`src/rtl/addsub_serial_if.sv`:
```
// Operand/result handshake bundle for the digit-serial adder/subtractor.
// The master side supplies operands and consumes results; the slave side is the arithmetic unit.
interface addsub_serial_if #(
    parameter int WIDTH = 8
);
    logic             in_valid;
    logic             in_ready;
    logic [WIDTH-1:0] a;
    logic [WIDTH-1:0] b;
    logic             xin;
    logic             op;
    logic             clear;
    logic             res_valid;
    logic             res_ready;
    logic [WIDTH-1:0] s_d;
    logic             co_bo;
    logic             ovf;
    logic             zero;

    modport master (
        output in_valid, a, b, xin, op, clear, res_ready,
        input  in_ready, res_valid, s_d, co_bo, ovf, zero
    );

    modport slave (
        input  in_valid, a, b, xin, op, clear, res_ready,
        output in_ready, res_valid, s_d, co_bo, ovf, zero
    );
endinterface

```
`src/rtl/addsub_serial.sv`:
```
// Digit-serial adder/subtractor: a +/- b with carry/borrow in, DIGIT bits per cycle, LSB digit first.
// Subtraction is a + ~b + ~xin; the borrow out is the inverted final carry.
module addsub_serial #(
    parameter int WIDTH = 8,
    parameter int DIGIT = 4
) (
    input  logic           clk,
    input  logic           rst_n,
    addsub_serial_if.slave bus
);
    localparam int N  = WIDTH / DIGIT;
    localparam int CW = (N > 1) ? $clog2(N) : 1;

    typedef enum logic [1:0] {IDLE, CALC, DONE} state_t;

    state_t           r_state;
    state_t           w_next;
    logic [CW-1:0]    r_cnt;
    logic [WIDTH-1:0] r_a;
    logic [WIDTH-1:0] r_b;
    logic [WIDTH-1:0] r_sum;
    logic             r_carry;
    logic             r_op;
    logic [WIDTH-1:0] r_s_d;
    logic             r_co_bo;
    logic             r_ovf;
    logic             r_zero;

    logic             w_accept;
    logic             w_step;
    logic             w_last;
    logic [DIGIT-1:0] w_da;
    logic [DIGIT-1:0] w_db;
    logic [DIGIT:0]   w_dsum;
    logic             w_msb_cin;
    logic [WIDTH-1:0] w_digit_ext;
    logic [WIDTH-1:0] w_sum_next;

    // clear overrides both the accept and the per-digit step in the same cycle
    assign w_accept = (r_state == IDLE) & bus.in_valid & ~bus.clear;
    assign w_step   = (r_state == CALC) & ~bus.clear;
    assign w_last   = (r_cnt == CW'(N - 1));

    assign w_da   = r_a[DIGIT-1:0];
    assign w_db   = r_b[DIGIT-1:0];
    assign w_dsum = {1'b0, w_da} + {1'b0, w_db} + {{DIGIT{1'b0}}, r_carry};

    // Carry into the digit MSB recovered from the sum bit; on the last digit this is the word MSB
    assign w_msb_cin   = w_dsum[DIGIT-1] ^ w_da[DIGIT-1] ^ w_db[DIGIT-1];
    assign w_digit_ext = WIDTH'(w_dsum[DIGIT-1:0]);
    assign w_sum_next  = (r_sum >> DIGIT) | (w_digit_ext << (WIDTH - DIGIT));

    always_ff @(posedge clk or negedge rst_n) begin
        if (!rst_n) begin
            r_state <= IDLE;
        end else begin
            r_state <= w_next;
        end
    end

    always_comb begin
        w_next = r_state;
        case (r_state)
            IDLE:    if (w_accept) w_next = CALC;
            CALC:    if (w_last) w_next = DONE;
            DONE:    if (bus.res_ready) w_next = IDLE;
            default: w_next = IDLE;
        endcase
        if (bus.clear) w_next = IDLE;
    end

    always_ff @(posedge clk or negedge rst_n) begin
        if (!rst_n) begin
            r_cnt   <= '0;
            r_s_d   <= '0;
            r_co_bo <= 1'b0;
            r_ovf   <= 1'b0;
            r_zero  <= 1'b0;
        end else begin
            r_cnt <= (w_step && !w_last) ? r_cnt + 1'b1 : '0;
            if (w_step && w_last) begin
                r_s_d   <= w_sum_next;
                r_co_bo <= w_dsum[DIGIT] ^ r_op;
                r_ovf   <= w_msb_cin ^ w_dsum[DIGIT];
                r_zero  <= (w_sum_next == '0);
            end
        end
    end

    // Operand shifters and partial sum: the finished digit enters at the top, so after N steps
    // r_sum holds the whole word and no reset is needed
    always_ff @(posedge clk) begin
        if (w_accept) begin
            r_a     <= bus.a;
            r_b     <= bus.op ? ~bus.b : bus.b;
            r_carry <= bus.xin ^ bus.op;
            r_op    <= bus.op;
        end else if (w_step) begin
            r_a     <= r_a >> DIGIT;
            r_b     <= r_b >> DIGIT;
            r_carry <= w_dsum[DIGIT];
            r_sum   <= w_sum_next;
        end
    end

    assign bus.in_ready  = (r_state == IDLE);
    assign bus.res_valid = (r_state == DONE);
    assign bus.s_d       = r_s_d;
    assign bus.co_bo     = r_co_bo;
    assign bus.ovf       = r_ovf;
    assign bus.zero      = r_zero;
endmodule

```
`src/flat_wrapper.sv`:
```
// flat-port wrapper written by rule: the top's interface ports become plain ports
module addsub_serial_flat 
#(
    parameter int WIDTH = 8,
    parameter int DIGIT = 4
)
  (clk, rst_n, bus_in_valid, bus_a, bus_b, bus_xin, bus_op, bus_clear, bus_res_ready, bus_in_ready, bus_res_valid, bus_s_d, bus_co_bo, bus_ovf, bus_zero);
  addsub_serial_if #(.WIDTH(WIDTH)) bus_i ();
  input  logic clk;
  input  logic rst_n;
  input wire logic [$bits(bus_i.in_valid)-1:0] bus_in_valid;
  input wire logic [$bits(bus_i.a)-1:0] bus_a;
  input wire logic [$bits(bus_i.b)-1:0] bus_b;
  input wire logic [$bits(bus_i.xin)-1:0] bus_xin;
  input wire logic [$bits(bus_i.op)-1:0] bus_op;
  input wire logic [$bits(bus_i.clear)-1:0] bus_clear;
  input wire logic [$bits(bus_i.res_ready)-1:0] bus_res_ready;
  output wire logic [$bits(bus_i.in_ready)-1:0] bus_in_ready;
  output wire logic [$bits(bus_i.res_valid)-1:0] bus_res_valid;
  output wire logic [$bits(bus_i.s_d)-1:0] bus_s_d;
  output wire logic [$bits(bus_i.co_bo)-1:0] bus_co_bo;
  output wire logic [$bits(bus_i.ovf)-1:0] bus_ovf;
  output wire logic [$bits(bus_i.zero)-1:0] bus_zero;
  assign bus_i.in_valid = bus_in_valid;
  assign bus_i.a = bus_a;
  assign bus_i.b = bus_b;
  assign bus_i.xin = bus_xin;
  assign bus_i.op = bus_op;
  assign bus_i.clear = bus_clear;
  assign bus_i.res_ready = bus_res_ready;
  assign bus_in_ready = bus_i.in_ready;
  assign bus_res_valid = bus_i.res_valid;
  assign bus_s_d = bus_i.s_d;
  assign bus_co_bo = bus_i.co_bo;
  assign bus_ovf = bus_i.ovf;
  assign bus_zero = bus_i.zero;
  addsub_serial #(.WIDTH(WIDTH), .DIGIT(DIGIT)) u_core (.clk(clk), .rst_n(rst_n), .bus(bus_i));
endmodule
```
`config.mk`:
```
export PLATFORM = sky130hd
export DESIGN_NAME = addsub_serial_flat
export DESIGN_NICKNAME = d
export VERILOG_FILES = /design/src/rtl/addsub_serial_if.sv /design/src/rtl/addsub_serial.sv /design/src/flat_wrapper.sv
export SDC_FILE = /design/constraint.sdc
export NUM_CORES = 1
export LEC_CHECK = 0
export CAP_MARGIN = 20
export CORE_MARGIN = 2
export CORE_UTILIZATION = 35
export CTS_CLUSTER_DIAMETER = 150
export DETAILED_ROUTE_END_ITERATION = 8
export SETUP_SLACK_MARGIN = 0.1
export SYNTH_ARGS = -nofsm -noshare
export SYNTH_HDL_FRONTEND = slang
export SYNTH_SLANG_ARGS = --single-unit
```
`constraint.sdc`:
```
create_clock -name clk -period 2.7 [get_ports clk]
set_clock_uncertainty 0.15 [all_clocks]
set_input_delay 0.54 -clock clk [delete_from_list [all_inputs] [get_ports clk]]
set_output_delay 0.54 -clock clk [all_outputs]
set_load 0.02 [all_outputs]
```
Yosys cells after proc, flatten, opt, wreduce, memory -nomap -nowiden:

Index checks and enable logic that the tools add are counted.

* add/subtract/negate cells: 3
* eq/ne operators: 5
* multiplexer cells: 13
* bitwise gates (word level): 12
* reduce and logical (&&, ||, !) cells: 8

Operators by type and width (count)
* $mux 8: 5
* $logic_not 8->1: 1
* $mux 2: 4
* $not 8->8: 1
* $or 4x8->8: 1
* $ne 3x2->1 const B: 2
* $pmux 2 s3: 1
* $add 4x4->5: 1
* $add 5x1->5: 1
* $xor 1x1->1: 5
* $and 1x1->1: 3
* $mux 1: 3
* $ne 3x3->1 const B: 1
* $reduce_and 3->1: 1
* $eq 2x1->1 const B: 1
* $eq 2x2->1 const B: 1
* $logic_and 1x1->1: 2
* $logic_not 2->1: 1
* $not 1->1: 2
* $reduce_and 2->1: 1
* $reduce_bool 2->1: 1
* $add 1x1->1 const B: 1
* $logic_not 1->1: 1

* register bits: 40
* bits of input ports: 23
* output and inout port bits: 13
* logic and storage cells: 52

Longest topological paths before layout:

* depth after elaboration: 6
* depth in mapped cells: 6
* gate-level depth less buffers: 6

Worst setup path before layout:

No wires, ideal clock.

* path kind: reg2reg
* start point: reg u_core.r_carry
* end point: reg u_core.r_ovf (netlist: u_core.bus.ovf)
* setup time: 95 ps
* arrival: 2008 ps
* required time: 2455 ps
* setup slack: 446 ps
* cell stages (with the launch flop): 7
* path buffers: 0
* clock period less this slack: 2254 ps
* cells stage by stage: edfxtp_1 -> fa_1 -> fa_1 -> a21o_2 -> a211oi_1 -> a211oi_1 -> o31ai_1

* longest elaborated chain between the ends: 4

Ends and longest elaborated chain
* start: declaration: line addsub_serial.sv:22 `logic r_carry;`
* start signal: assignment: line addsub_serial.sv:96 `r_carry <= bus.xin ^ bus.op;`
* start signal: assignment: line addsub_serial.sv:101 `r_carry <= w_dsum[DIGIT];`
* $add 5x1->5 (*): line addsub_serial.sv:46 `assign w_dsum = {1'b0, w_da} + {1'b0, w_db} + {{DIGIT{1'b0}}, r_carry};`
* $xor 1x1->1 (2 in a row): line addsub_serial.sv:49 `assign w_msb_cin = w_dsum[DIGIT-1] ^ w_da[DIGIT-1] ^ w_db[DIGIT-1];`
* $xor 1x1->1 (*): line addsub_serial.sv:84 `r_ovf <= w_msb_cin ^ w_dsum[DIGIT];`
* end signal: assignment: line addsub_serial.sv:84
* end: declaration: line addsub_serial.sv:26 `logic r_ovf;`

Mark *: on every way between the ends. The rest lies on a longest branch, timed or not.
A chain may end at the register's enable or synchronous reset.

Worst setup path after layout:

Ends and elaborated chain as after synthesis.

==> run metrics <==
status=complete, no violations; remaining antenna violation count after routing=0; Logic pwr share=27.0%; vias in the first global route=1132; Worst Tran Pin Value=605 ps; Die Area=5420 sq um; cts repair resizes=0; fillers=444; Worst EP arrival=2420 ps; final setup TNS=0 ps; I/O pins=36; GRT overflow=0; asr flop ratio synth=38.9%; clock sink total=36; area grow syn2layout=27.5%; RSZ-0062 raised after global routing=false; Synth top area share=38.9%; multi-input logic area=639 sq um; Synth top cells by count=40 x nand2_1, 22 x edfxtp_1, 14 x dfrtp_1; Synth Warn #=0; Clock Tree Root=clkbuf_8; DRC=0; syn_area_per_cell=11.5 sq um; Psw=0.000405 W; Pint=0.00106 W; PwrDens=678 nW/um^2; worst min path class=reg2reg; max-capacitance violation count=0; FF+latch area=1010 sq um; H-tree Lvls=2; gpl congestion=0.767; initial antenna violation count=0; GR Util All Layers=11.9%; fraction of layout cells with a size suffix above 1=6.42%; Sequential Power Share=49.1%; num rows=25; Post-synth EDFFs=22; Detail Placement HPWL=2.13 mm; Mapped Cells=148; Synth area leaders=edfxtp_1 39%, dfrtp_1 21%, nand2_1 8.8%; via/cell ratio=4.66; Final min period=2380 ps; LEAKAGE=0.886 nW; CP max FO=3; CTS tree=built; Core ar.=4690 sq um; slew margin rel.=59.6%; WS Path Type=reg2reg; Detailed Route Iter0 Violations=67; Worst Path Required=2730 ps; post-layout util=46.1%; Clock Path Buffers=2; Final #Nets=214; Startpoint Class=flop; most common cell in the netlist=nand2_1; number of CTS-inserted buffers=5; R2R setup slack=320 ps; final period utilization=88.2%; Clock Power Share=23.9%; Post-CTS Hold Buffers=0; Synth cell types=35; ant diodes=0; Post-Route WL=2.80 mm; Initial Util=36.2%; # Post-CTS Setup Buffers=0; final setup fails=0; sw frac=27.6%; Worst-path clk slew=70 ps; Max Slew Vio Count=0; Max Clk Rate=420 MHz; #FFs+latches synth=36; ys flop type=edfxtp_1; largest net degree at the start of global routing=21; Syn Nets=176; wire length per cell=11.6 um; IO Port Bufs=35; Critical Path Sink Type=flop; vias=1124; Seq/Total Area, Yosys=59.6%; drt first pass iters=4; Die X=73.6 um; clk_lat worst skew=270 ps; Mapped Area=1700 sq um; die height=73.6 um; VDD IR max=0.271 mV; first-pass GRT wire length=4.91 mm; Hold Vio Cnt, Final=0; Yosys top cell by area=edfxtp_1
[final timing paths]
check	from	endpoint	cells after the start
max in group asynchronous	rst_n	u_core.bus.s_d[5]$_DFFE_PN0P_	1
min	u_core.bus.s_d[3]$_DFFE_PN0P_	u_core.bus.s_d[3]$_DFFE_PN0P_	2
min in group asynchronous	rst_n	u_core.bus.s_d[2]$_DFFE_PN0P_	1
max	u_core.r_carry$_DFFE_PP_	u_core.bus.ovf$_DFFE_PN0P_	6
min reg2reg	u_core.bus.s_d[3]$_DFFE_PN0P_	u_core.bus.s_d[3]$_DFFE_PN0P_	2
max reg2reg	u_core.r_carry$_DFFE_PP_	u_core.bus.ovf$_DFFE_PN0P_	6
[cell usage in the layout, fill, tap and decap left out]
cell             synthesis  routed
a211oi_1                 2       2
a21boi_0                 2       2
a21o_1                   1       1
a21o_2                   1       1
a21oi_1                  4       4
and2_1                   4       4
and2_4                   1       1
and3_1                   2       2
buf_4                    0       1
clkbuf_1                 1       2
clkbuf_8                 1       5
clkdlybuf4s50_1          0      35
clkinv_1                 1       2
dfrtp_1                 14      14
edfxtp_1                22      22
fa_1                     2       2
ha_1                     3       3
inv_1                    1       1
mux2_4                   1       1
nand2_1                 40      40
nand2b_1                 4       4
nand3_1                  2       2
nand3b_1                 1       1
nor2_1                   9       9
nor2b_1                  1       1
nor4_1                   1       1
o211a_1                  1       1
o21a_1                   1       1
o21ai_0                  6       6
o31ai_1                  1       1
o31ai_2                  1       1
or3_4                    2       2
xnor2_1                  9       9
xor2_1                   3       3
[power by group through the flow]
stage | registers [W] | clock network, W | logic (W)
floorplan | 0.000788 | 0 | 0.000170
global placement | 0.000729 | 0 | 0.000398
detailed placement | 0.000734 | 0 | 0.000401
CTS | 0.000722 | 0.000362 | 0.000403
global route | 0.000732 | 0.000384 | 0.000438
finish | 0.000720 | 0.000351 | 0.000396
[layer usage]
| metal | vias to the layer above | GRT usage, % | wire, um |
|---|---|---|---|
| met2 | 37 | 19.9 | 1450 |
| met4 | 0 | 2.83 | 8 |
| li1 | 577 | - | - |
| met5 | - | 0 | 0 |
| met3 | 2 | 5.35 | 177 |
| met1 | 508 | 14.0 | 1170 |
[per-stage QoR]
stage	hold WS, ps	instances	instance area, sq um	setup slack (ps)	total power (W)
after floorplan	94.4	148	1700	446	0.000958
after global placement	305	233	2080	367	0.00113
after detailed placement	306	233	2080	310	0.00113
after CTS	324	241	2160	293	0.00149
after global routing	351	241	2160	176	0.00155
final	320	241	2160	317	0.00147
[cell type report]
class / count / area share (%)
Sequential cell: 36 / 46.7
Multi-Input combinational cell: 105 / 29.6
Timing Repair Buffer: 36 / 16.5
Clock buffer: 7 / 3.53
Tap cell: 54 / 3.12
Inverter: 2 / 0.347
Clock inverter: 1 / 0.174
[state kept, by name (all words and copies together), names as in the netlist, 2 cells and up]
register        count
u_core.r_a          8
u_core.bus.s_d      8
u_core.r_state      2
u_core.r_sum        4
u_core.r_b          8
[critical path: stages (launching register included)]
cell	delay [ps]
edfxtp_1	400
fa_1	470
fa_1	440
a21o_2	220
a211oi_1	290
a211oi_1	90
o31ai_1	220
[cells by family (layout without fill, tap and decap cells)]
group / after synthesis / in the layout / synth area share [%]
AOI/OAI and AO/OA: 20 / 20 / 7.89
xor gates and xnor gates: 12 / 12 / 6.20
adders and majority gates: 5 / 5 / 4.57
buffers and inverters: 7 / 46 / 2.73
DFF: 36 / 36 / 59.6
muxes: 1 / 1 / 0.885
and+or+nand+nor: 67 / 67 / 18.1
Power figures use the tool's default switching activity.
